`src/rtl/seven_seg_pkg.sv`:
```
// Shared constants for the seven-segment scan driver: segment patterns,
// converter states and digit count.
package seven_seg_pkg;

  localparam int NUM_DIGITS = 4;
  localparam int BCD_W      = 4 * NUM_DIGITS;

  // Active-high patterns, bit 0 = a ... bit 6 = g
  localparam logic [6:0] SEG_0     = 7'h3F;
  localparam logic [6:0] SEG_1     = 7'h06;
  localparam logic [6:0] SEG_2     = 7'h5B;
  localparam logic [6:0] SEG_3     = 7'h4F;
  localparam logic [6:0] SEG_4     = 7'h66;
  localparam logic [6:0] SEG_5     = 7'h6D;
  localparam logic [6:0] SEG_6     = 7'h7D;
  localparam logic [6:0] SEG_7     = 7'h07;
  localparam logic [6:0] SEG_8     = 7'h7F;
  localparam logic [6:0] SEG_9     = 7'h6F;
  localparam logic [6:0] SEG_BLANK = 7'h00;

  typedef enum logic [1:0] {
    IDLE   = 2'd0,
    SHIFT  = 2'd1,
    COMMIT = 2'd2
  } conv_state_e;

  function automatic logic [6:0] bcd_to_seg(input logic [3:0] d);
    logic [6:0] s;
    case (d)
      4'd0:    s = SEG_0;
      4'd1:    s = SEG_1;
      4'd2:    s = SEG_2;
      4'd3:    s = SEG_3;
      4'd4:    s = SEG_4;
      4'd5:    s = SEG_5;
      4'd6:    s = SEG_6;
      4'd7:    s = SEG_7;
      4'd8:    s = SEG_8;
      4'd9:    s = SEG_9;
      default: s = SEG_BLANK;
    endcase
    return s;
  endfunction

  // Double-dabble correction: +3 on every nibble >= 5
  function automatic logic [BCD_W-1:0] dd_adjust(
    input logic [BCD_W-1:0] b
  );
    logic [BCD_W-1:0] r;
    r = b;
    for (int i = 0; i < NUM_DIGITS; i++) begin
      if (b[4*i +: 4] >= 4'd5)
        r[4*i +: 4] = b[4*i +: 4] + 4'd3;
    end
    return r;
  endfunction

endpackage

```
`src/rtl/bin2bcd_seq.sv`:
```
// Sequential double-dabble: one shift per clk, result held in bcd_out
// while done is high (COMMIT state).
module bin2bcd_seq
  import seven_seg_pkg::*;
#(
  parameter int VALUE_W = 14
) (
  input  logic               clk,
  input  logic               clr,
  input  logic               start,
  input  logic [VALUE_W-1:0] bin_in,
  output logic               busy,
  output logic               done,
  output logic [VALUE_W-1:0] latched,
  output logic [BCD_W-1:0]   bcd_out
);

  localparam int CNT_W = $clog2(VALUE_W + 1);

  conv_state_e        state_q;
  logic [VALUE_W-1:0] val_q;
  logic [VALUE_W-1:0] sh_q;
  logic [BCD_W-1:0]   scr_q;
  logic [CNT_W-1:0]   cnt_q;
  logic               busy_q;
  logic [BCD_W-1:0]   adj;

  assign adj = dd_adjust(scr_q);

  always_ff @(posedge clk or posedge clr) begin
    if (clr) begin
      state_q <= IDLE;
      val_q   <= '0;
      sh_q    <= '0;
      scr_q   <= '0;
      cnt_q   <= '0;
      busy_q  <= 1'b0;
    end else begin
      unique case (state_q)
        IDLE: begin
          if (start) begin
            val_q   <= bin_in;
            sh_q    <= bin_in;
            scr_q   <= '0;
            cnt_q   <= '0;
            busy_q  <= 1'b1;
            state_q <= SHIFT;
          end
        end
        SHIFT: begin
          if (cnt_q == CNT_W'(VALUE_W)) begin
            state_q <= COMMIT;
          end else begin
            scr_q <= {adj[BCD_W-2:0], sh_q[VALUE_W-1]};
            sh_q  <= {sh_q[VALUE_W-2:0], 1'b0};
            cnt_q <= cnt_q + 1'b1;
          end
        end
        COMMIT: begin
          busy_q  <= 1'b0;
          state_q <= IDLE;
        end
        default: state_q <= IDLE;
      endcase
    end
  end

  assign busy    = busy_q;
  assign done    = (state_q == COMMIT);
  assign latched = val_q;
  assign bcd_out = scr_q;

endmodule

```
`src/rtl/seven_seg_scan_driver.sv`:
```
// 4-digit multiplexed seven-segment driver with sequential BCD conversion.
// Optional macro LEADING_ZERO_BLANK_EN suppresses leading zero digits.
module seven_seg_scan_driver
  import seven_seg_pkg::*;
#(
  parameter int VALUE_W        = 14,
  parameter int MAX_VALUE      = 9999,
  parameter int SEG_ACTIVE_LOW = 1
) (
  input  logic               clk,
  input  logic               clr,
  input  logic               clk_en,
  input  logic [VALUE_W-1:0] value_in,
  input  logic [3:0]         dp_mask,
  input  logic               blank,
  output logic [3:0]         an,
  output logic [6:0]         seg,
  output logic               dp,
  output logic               busy
);

  localparam bit         INV     = (SEG_ACTIVE_LOW != 0);
  localparam logic [6:0] SEG_OFF = INV ? ~SEG_BLANK : SEG_BLANK;
  localparam logic       DP_OFF  = INV;

  logic [VALUE_W-1:0] value_sat;
  logic [VALUE_W-1:0] latched;
  logic               conv_start;
  logic               conv_busy;
  logic               conv_done;
  logic [BCD_W-1:0]   conv_bcd;

  logic [BCD_W-1:0]   disp_q, disp_d;
  logic [1:0]         idx_q, idx_d;
  logic [3:0]         an_q, an_d;
  logic [6:0]         seg_q, seg_d;
  logic               dp_q, dp_d;

  logic [3:0]         dig;
  logic [3:0]         lz;
  logic [3:0]         an_dec;
  logic [6:0]         seg_raw;
  logic [6:0]         seg_dec;
  logic               dp_dec;

  assign value_sat = (value_in > VALUE_W'(MAX_VALUE))
                   ? VALUE_W'(MAX_VALUE) : value_in;
  assign conv_start = (value_sat != latched);

  bin2bcd_seq #(
    .VALUE_W (VALUE_W)
  ) u_conv (
    .clk     (clk),
    .clr     (clr),
    .start   (conv_start),
    .bin_in  (value_sat),
    .busy    (conv_busy),
    .done    (conv_done),
    .latched (latched),
    .bcd_out (conv_bcd)
  );

`ifdef LEADING_ZERO_BLANK_EN
  logic z3, z2, z1;
  always_comb begin
    z3 = (disp_q[15:12] == 4'd0);
    z2 = z3 && (disp_q[11:8] == 4'd0);
    z1 = z2 && (disp_q[7:4] == 4'd0);
    lz = {z3 && !dp_mask[3],
          z2 && !dp_mask[2],
          z1 && !dp_mask[1],
          1'b0};
  end
`else
  assign lz = 4'b0000;
`endif

  // Scan registers sample disp_q, so a commit on a strobe edge shows
  // the old value until the next strobe.
  always_comb begin
    disp_d  = conv_done ? conv_bcd : disp_q;
    idx_d   = clk_en ? idx_q + 2'd1 : idx_q;
    dig     = disp_q[{idx_q, 2'b00} +: 4];
    an_dec  = lz[idx_q] ? 4'hF : ~(4'b0001 << idx_q);
    seg_raw = bcd_to_seg(dig);
    seg_dec = INV ? ~seg_raw : seg_raw;
    dp_dec  = dp_mask[idx_q] ^ INV;
    an_d    = an_q;
    seg_d   = seg_q;
    dp_d    = dp_q;
    if (clk_en) begin
      an_d  = an_dec;
      seg_d = seg_dec;
      dp_d  = dp_dec;
    end
    if (blank)
      an_d = 4'hF;
  end

  always_ff @(posedge clk or posedge clr) begin
    if (clr) begin
      disp_q <= '0;
      idx_q  <= 2'd0;
      an_q   <= 4'hF;
      seg_q  <= SEG_OFF;
      dp_q   <= DP_OFF;
    end else begin
      disp_q <= disp_d;
      idx_q  <= idx_d;
      an_q   <= an_d;
      seg_q  <= seg_d;
      dp_q   <= dp_d;
    end
  end

  assign an   = an_q;
  assign seg  = seg_q;
  assign dp   = dp_q;
  assign busy = conv_busy;

endmodule
```
`config.mk`:
```
export PLATFORM = sky130hd
export DESIGN_NAME = seven_seg_scan_driver
export DESIGN_NICKNAME = d
export VERILOG_FILES = /design/src/rtl/seven_seg_pkg.sv /design/src/rtl/bin2bcd_seq.sv /design/src/rtl/seven_seg_scan_driver.sv
export SDC_FILE = /design/constraint.sdc
export NUM_CORES = 1
export LEC_CHECK = 0
export ABC_AREA = 1
export CORE_UTILIZATION = 50
export CTS_CLUSTER_SIZE = 40
export DETAILED_ROUTE_END_ITERATION = 16
export HOLD_SLACK_MARGIN = 0.15
export PLACE_DENSITY = 0.76
export SYNTH_ARGS = -nofsm -noshare
export SYNTH_HDL_FRONTEND = slang
export SYNTH_SLANG_ARGS = --single-unit
```
`constraint.sdc`:
```
create_clock -name clk -period 3.4 [get_ports clk]
set_input_delay 0.68 -clock clk [delete_from_list [all_inputs] [get_ports clk]]
set_output_delay 0.68 -clock clk [all_outputs]
set_load 0.1 [all_outputs]
```
# Yosys cells after proc, flatten, opt, wreduce, memory -nomap -nowiden
# Memory sizes are Yosys's and may differ from the RTL's.
# Cells that the tools add are included.
# totals
ff_bits	81
latchBits	0
ram_bits	0
romBits	112
inputBits	22
mem_count	1
# memory_table
memory	words	word_bits	rd	rd_clocked_by_memory_dff	wr	line	source
(no name shown)	16	7	1	0	0	seven_seg_pkg.sv:29	case (d)
# op_classes
n_addsub	6
mul	0
div_mod_pow	0
order_cmp	6
n_eq_ne	7
shifts	2
n_mux	26
bitwise	3
n_reduce_logical	8
# ops
operator	n
$mux W14	3
$mux W16	2
$mux W4	8
$pmux W16 S2	1
$pmux W14 S2	1
$ge A4 B3 Y1 const B	4
$shiftx A16 B5 Y4	1
$gt A14 B14 Y1 const B	1
$ne A14 B14 Y1	1
$add A4 B2 Y4 const B	3
$pmux W4 S2	1
$not A7 Y7	1
$reduce_and A2 Y1	3
$reduce_bool A2 Y1	3
$add A4 B1 Y4 const B	1
$bmux W1 S2	2
$eq A4 B4 Y1 const B	1
$mux W2	2
$ne A2 B2 Y1 const B	2
$not A4 Y4	1
$pmux W2 S2	1
$shl A1 B2 Y4 const A	1
$add A3 B2 Y3 const B	1
$lt A2 B3 Y1 const B	1
10 further kinds	12

# Depth between registers and ports, before layout
# Gate-level depths: netlist of run 1.
# depth
word_depth	5
mapped_depth	17

# By module
# A second synthesis of run 1 with hierarchy kept.
# unflattened
hier_cells	576
hier_area_um2	4589.4
# by_module_without_submodules
mod	instances	cells_each	area_each_um2	seq_area_each_um2
bin2bcd_seq	1	324	2620.0	1276.2
seven_seg_scan_driver	1	252	1969.4	765.7

# Worst setup path after synthesis of run 1
# No wires, ideal clock.
# synth_timing
path_type	in2reg
from	in value_in[10]
to	reg u_conv.val_q[12] (netlist: u_conv.latched[12])
setup_ns	0.122
t_arrival_ns	1.968
required_time_ns	3.278
path_slack_ns	1.310
stages	15
path_buffers	2
path_cell_list	inv_1 > nor2_1 > nand2_1 > nand2_1 > nand2_2 > buf_6 > nand2_1 > nand2_1 > a21oi_1 > nand2_1 > nor2_1 > nand2_1 > nand2_4 > buf_2 > o21ai_1
# synth_via
elab_chain_len	4
# synth_lines
item	line	source
start: declaration	seven_seg_scan_driver.sv:13	input logic [VALUE_W-1:0] value_in,
$gt A14 B14 Y1	seven_seg_scan_driver.sv:46	assign value_sat = (value_in > VALUE_W'(MAX_VALUE))
$mux W14 (*)	seven_seg_scan_driver.sv:47	? VALUE_W'(MAX_VALUE) : value_in;
$ne A14 B14 Y1	seven_seg_scan_driver.sv:48	assign conv_start = (value_sat != latched);
$reduce_and A2 Y1 (no line)	-	
end signal: assignment	bin2bcd_seq.sv:42	val_q <= bin_in;
end: declaration	bin2bcd_seq.sv:21	logic [VALUE_W-1:0] val_q;
# Every way passes the cells marked *; elsewhere a longest branch is shown, timed or not.
# A chain may end at the register's enable or synchronous reset.

# Worst setup path after layout of run 1
# layout_timing
from	in value_in[5]
to	reg u_conv.sh_q[8]
# layout_via
elab_chain_len	5
# layout_lines
item	line	source
$gt A14 B14 Y1	seven_seg_scan_driver.sv:46	
$mux W14 (*)	seven_seg_scan_driver.sv:47	
$ne A14 B14 Y1	seven_seg_scan_driver.sv:48	
$ne A2 B2 Y1 (no line)	-	
$reduce_and A3 Y1 (no line)	-	
end signal: assignment	bin2bcd_seq.sv:43	sh_q <= bin_in;
end signal: assignment	bin2bcd_seq.sv:55	sh_q <= {sh_q[VALUE_W-2:0], 1'b0};
end: declaration	bin2bcd_seq.sv:22	logic [VALUE_W-1:0] sh_q;
# Every way passes the cells marked *; elsewhere a longest branch is shown, timed or not. The select of a mux whose other input is x is not followed.

==> results.md, run 1 <==
* Clock skew at 17.9 ps
* Slowest stage delay, CP at 440 ps
* Syn Std Cell Area at 4450 µm²
* Seq cells post-synth at 81
* Routed WL at 9360 µm
* Setup Fix Bufs, Post-CTS at 0
* I/O Buffers at 34
* Layout area overhead at 13.7%
* Multiplexer share of the synthesized area at 0%
* Footprint of the multi-input gates at 2060 µm²
* Crit Path Category: primary input to flop
* Drt wl/cell at 13.0 µm
* Max-cap violations at 0
* Outcome: finished clean
* Inserted Clock Buffers at 9
* Antenna viol nets, final at 0
* Fraction of the mapped netlist area in compound gates at 11.1%
* Via Count at 3,787
* Critical Path Sink Type: flop
* Vias/cell at 5.27
* R2r setup slk at 1040 ps
* Critical Path RT at 3680 ps
* Post-layout min period at 2650 ps
* Area share of fa/ha/maj cells after synthesis at 5.62%
* Ys flop type: dfrtp_1
* Cell row count at 34
* Post-CTS sizing at 0
* Drc violations at 0
* CTS Sinks at 81
* Top cells by area, synth: dfrtp_1, nand2_1, nand3_1
* RSZ-0062 raised after global routing: false
* Yosys top cell area share at 38.8%
* Number of global-route vias before repair at 3,590
* Top-count cell post-synth: nand2_1
* Startpoint Class: primary input
* Final setup vio count at 0
* Lkg Pwr at 2.58 nW
* Worst-Margin Slew at 827 ps
* Syn Nets at 622
* Share of post-route cells with drive strength above 1 at 8.69%
* Syn. warnings at 0
* Worst Path Max Fanout at 27
* Main combinational cell family by area after synthesis: simple AND/OR/NAND/NOR gates
* Worst-path clk slew at 80 ps
* DR pass1 iterations at 4
* RD Place Congestion at 0.840
* CP cell instances: clkdlybuf4s50_1 > nor2_1 > nand2_1 > nand2_1 > nand2_1 > nand2_2 > nand2_1 > nand2_1 > nand2_1 > nor2_1 > nand2_1 > nor2_1 > nand2_1 > nand2_4 > buf_4 > nand3_1 > nand2_1
* Worst Hold End: disp_q[14]$_DFFE_PP0P_
* Max frequency at 377 MHz
* R2r endpoint: seg[0]$_DFFE_PP1P_
* Clock latency on the worst-skew pair at 350 ps
* Min-delay worst type: flop to flop
* EDFF count, synth at 0
* Reg area at 2040 µm²
* Post-Syn Instances at 580
* Detailed placer's ending HPWL at 6340 µm
* CTS tree: yes
* Die W at 96.4 µm
* DRT iter0 DRCs at 205
* Final hold violation count at 0
* Number of nets in the layout at 647
* Share of flip-flops with an asynchronous set or reset at 100%
* Die Span Y at 96.4 µm
* Worst path arrival time at 2930 ps
* # fillers at 784
* Total gr overflow at 0
* Finished Core Util at 58.4%
* Bufs and invs on worst path at 2
* PwrDens at 1060 nW/µm²
* Simple-Gate Fraction of Synth Area at 27.5%
* Die area at 9290 µm²
* Initial antenna violation count at 0
* H-tree depth at 3
* Hold path start: disp_q[14]$_DFFE_PP0P_
* Antenna diodes at 0
* RR Startpoint: idx_q[0]$_DFFE_PP0P_
* Worst path slowest cell: clkdlybuf4s50_1
* Slew headroom at 44.8%
* Largest net degree at the start of global routing at 44
* Root Buffer: clkbuf_8
* Slew Viols, Final at 0
* XOR/XNOR Fraction of Synth Area at 1.97%
* Cell taking the most area after synthesis: dfrtp_1
* Tot GR Track Use at 22.7%
* Area of the core at 8680 µm²
* Sequential-to-total area share from yosys stat at 45.8%
* Maximum vdd drop at 0.000461 V
* Syn_area_per_cell at 7.68 µm²
* Total Negative Setup Slacks at 0 ps
* Most instantiated cells after synthesis: nand2_1, nand3_1, dfrtp_1
* Crit path top cell by count: nand2_1
* Max Root-Sink Buffers at 2
* R2R depth at 8
* Cell family with most CP delay: simple AND/OR/NAND/NOR gates
* WHS Path Cells at 2
* Tcrit/Tclk final at 78.0%
* I/O pin count at 35
* Hold Buf Count CTS at 0
* Initial Utilization at 51.3%
* Global-route wire length before repair at 16,400 µm
* Netlist cell types at 31
-- final cells by class --
class,count,share of cell area (%)
repair buffers,41,7.61
flip-flops and latches,81,40.3
well taps,108,2.67
clock buffers,12,2.87
clock inverters,4,1.46
inverters,58,4.32
multi-input cells,414,40.8
-- metrics by stage --
stage | std cells | hold WS, ps | worst slack (ps) | power, mW | cell area (µm²)
detailed placement | 702 | 473 | 378 | 4.61 | 4850
CTS | 718 | 492 | 746 | 5.40 | 5060
global route | 718 | 520 | 411 | 5.90 | 5060
finish | 718 | 487 | 749 | 5.38 | 5060
global placement | 702 | 468 | 450 | 4.50 | 4850
floorplan | 580 | 453 | 660 | 4.01 | 4450
-- metal layers --
metal,track usage (%),up-vias,wire (µm)
met5,0,-,0
met4,7.48,0,103
met3,3.44,9,379
met2,37.8,76,4450
met1,30.4,1773,4430
li1,-,1929,-
-- logic make-up after synthesis --
| kind of cell | Yosys count |
|---|---|
| adders and majority gates | 20 |
| xor gates and xnor gates | 10 |
| and+or+nand+nor | 290 |
| AOI/OAI and AO/OA | 94 |
| DFF | 81 |
| buffers and inverters | 85 |
-- worst reg2reg max path: cells and delay by family, from the launching register on --
family | cells | cell delay (ps)
AOI/OAI and AO/OA | 3 | 580
adders and majority gates | 1 | 210
buffers and inverters | 2 | 540
DFF | 1 | 550
and+or+nand+nor | 2 | 420
-- flip-flops by register name, summed over array words and instances (netlist names) --
| name | count |
|---|---|
| u_conv.busy | 1 |
| u_conv.latched | 14 |
| idx_q | 2 |
| an | 4 |
| u_conv.sh_q | 14 |
| disp_q | 16 |
| u_conv.cnt_q | 4 |
| u_conv.state_q | 2 |
| dp | 1 |
| u_conv.bcd_out | 16 |
| seg | 7 |
-- power breakdown --
part / total [mW] / switching [mW] / internal [mW]
Sequential: 1.82 / 0.358 / 1.46
Combinational: 2.78 / 1.81 / 0.968
Clock: 0.780 / 0.344 / 0.436
Total: 5.38 / 2.51 / 2.87
-- worst max-delay path by stage --
stage                     start                       endpoint  slack, ps  cells after the start
CTS                 value_in[4]     u_conv.sh_q[6]$_DFFE_PP0P_        750                     17
finish              value_in[5]     u_conv.sh_q[8]$_DFFE_PP0P_        750                     17
global route        value_in[4]  u_conv.latched[8]$_DFFE_PP0P_        410                     17
detailed placement  value_in[5]     u_conv.sh_q[6]$_DFFE_PP0P_        380                     17
global placement    value_in[4]  u_conv.latched[5]$_DFFE_PP0P_        450                     17
floorplan                   clr          disp_q[0]$_DFFE_PP0P_        660                      1
-- cells in the final DEF, fill, tap and decap left out, drive strengths merged, types with 2 or more instances in the layout --
cell           instances
clkinv                 3
nand2                155
xnor2                  3
inv                   57
o21ai                 62
nand4                  2
dfstp                 12
xor2                   7
nor2                  42
nand3                 81
bufinv                 2
dfrtp                 69
a31oi                  2
ha                    20
a32oi                  2
clkbuf                12
nor3                   7
nand3b                 2
buf                   20
a21oi                 23
clkdlybuf4s50         21
No activity file was read; power rests on OpenSTA's default activity.
==> run 2: changes to the inputs <==
==> constraint.sdc (replaced) <==
create_clock -name clk -period 2.5 [get_ports clk]
set_input_delay 0.5 -clock clk [delete_from_list [all_inputs] [get_ports clk]]
set_output_delay 0.5 -clock clk [all_outputs]
set_load 0.1 [all_outputs]
==> run 2 against run 1 <==
First-iteration DRC count increased by 22%. Sequential share of layout area decreased by 2.2 points. Hold slack improved by 1.8 ps. Register-to-register slack got worse by 640 ps. Sequential power increased by 35%. Non-clock buffer count increased by 32. Worst setup slack got worse by 590 ps. Critical path type unchanged. Largest power group unchanged.
==> results.md, run 2 (synthesized netlist as in run 1, its figures left out) <==
* R2r setup slk at 400 ps
* Layout area overhead at 20.4%
* I/O Buffers at 34
* Max Root-Sink Buffers at 2
* Slew Viols, Final at 0
* Slew headroom at 40.5%
* Tcrit/Tclk final at 93.4%
* RD Place Congestion at 0.822
* Crit path top cell by count: nand2_1
* Root Buffer: clkbuf_8
* Min-delay worst type: flop to flop
* Antenna diodes at 0
* CTS Sinks at 81
* Footprint of the multi-input gates at 2100 µm²
* CTS tree: yes
* Hold path start: dp$_DFFE_PP1P_
* Finished Core Util at 61.8%
* Critical Path Sink Type: flop
* Max-cap violations at 0
* Antenna viol nets, final at 0
* Drt wl/cell at 13.1 µm
* Die W at 96.4 µm
* Initial Utilization at 51.3%
* Drc violations at 0
* Die Span Y at 96.4 µm
* Max frequency at 428 MHz
* RR Startpoint: idx_q[1]$_DFFE_PP0P_
* Clock skew at 14.0 ps
* DRT iter0 DRCs at 250
* WHS Path Cells at 2
* Worst-path clk slew at 80 ps
* Startpoint Class: primary input
* Reg area at 2040 µm²
* Cells after DPL at 733
* Share of post-route cells with drive strength above 1 at 14.3%
* I/O pin count at 35
* Worst-Margin Slew at 891 ps
* Commonest cells after routing, fill and taps aside: nand2_1, nand3_1, dfrtp_1
* Clock latency on the worst-skew pair at 360 ps
* Worst path arrival time at 2580 ps
* Worst Hold End: dp$_DFFE_PP1P_
* Via Count at 4,011
* Initial antenna violation count at 0
* Slowest stage delay, CP at 430 ps
* Number of global-route vias before repair at 3,646
* Worst path slowest cell: clkdlybuf4s50_1
* Worst Path Max Fanout at 12
* Maximum vdd drop at 0.000499 V
* Commonest non-fill, non-tap cell in the layout: nand2_1
* PwrDens at 1400 nW/µm²
* Tot GR Track Use at 22.2%
* Lkg Pwr at 2.75 nW
* Routed WL at 9840 µm
* Inserted Clock Buffers at 9
* Hold Buf Count CTS at 0
* Detailed placer's ending HPWL at 6730 µm
* Post-layout min period at 2340 ps
* Total gr overflow at 0
* Die area at 9290 µm²
* H-tree depth at 3
* Critical Path RT at 2740 ps
* Largest net degree at the start of global routing at 82
* Vias/cell at 5.33
* DR pass1 iterations at 7
* R2r endpoint: seg[0]$_DFFE_PP1P_
* CP cell instances: clkdlybuf4s50_1 > nor2_2 > nand2_1 > nand2_1 > nand2_2 > nand2_2 > buf_4 > nand3_1 > a21oi_1 > nand2_1 > nor2_1 > nand3_1 > buf_4 > nand3_1 > nand2_1
* Final hold slack at 489 ps
* # fillers at 780
* Final hold violation count at 0
* Outcome: finished clean
* Final setup vio count at 0
* Cell row count at 34
* Post-Layout Cell Count at 752
* Global-route wire length before repair at 16,000 µm
* Area of the core at 8680 µm²
* Crit Path Category: primary input to flop
* Number of nets in the layout at 681
* R2R depth at 8
## run 2: worst max-delay path by stage
stage,from,endpoint,slack (ps)
detailed placement,value_in[4],u_conv.latched[3]$_DFFE_PP0P_,-280
global route,value_in[4],u_conv.cnt_q[3]$_DFFE_PP0P_,-50
CTS,value_in[4],u_conv.latched[3]$_DFFE_PP0P_,80
global placement,value_in[4],u_conv.bcd_out[6]$_DFFE_PP0P_,-130
floorplan,idx_q[0]$_DFFE_PP0P_,seg[0]$_DFFE_PP1P_,480
finish,value_in[4],u_conv.cnt_q[3]$_DFFE_PP0P_,160
## run 2: power by group
group          switching [mW]  internal (mW)
Clock                   0.479          0.560
Combinational            2.55           1.45
Sequential              0.472           1.99
## run 2: worst max-delay path, delay by kind of cell
kind | cells | cell delay (ps)
AND/OR/NAND/NOR | 11 | 1130
AO/OA/AOI/OAI | 1 | 180
buffers and inverters | 3 | 780
## run 2: metrics by stage
step                total power, mW  area [µm²]  worst slack, ps  TNS, ps
finish                         7.50        5360              164        0
global route                   8.18        5360            -47.2     -516
CTS                            7.50        5320             82.5        0
detailed placement             6.44        5110             -280   -12040
global placement               6.27        5110             -134    -5700
floorplan                      5.46        4460              476        0
## run 2: what timing repair did
item / in CTS / in global routing
setup endpoints to repair: 0 / 50
gates resized for setup: 0 / 7
setup buffers: 0 / 1
## run 2: routing by layer
metal  global-route usage [%]  wire (µm)  vias to the layer above
met5                        0          0                        -
met4                     6.62        107                        0
met3                     3.99        425                        7
met2                     38.9       4680                       99
met1                     27.8       4630                     1907
li1                         -          -                     1998
## run 2: final cells by class
class                           count  area share [%]
Clock buffer                       10            2.38
Clock inverter                      6            1.56
Inverter                           58            4.13
Multi-Input combinational cell    416            39.1
Sequential cell                    81            38.1
Tap cell                          108            2.52
Timing Repair Buffer               73            12.2
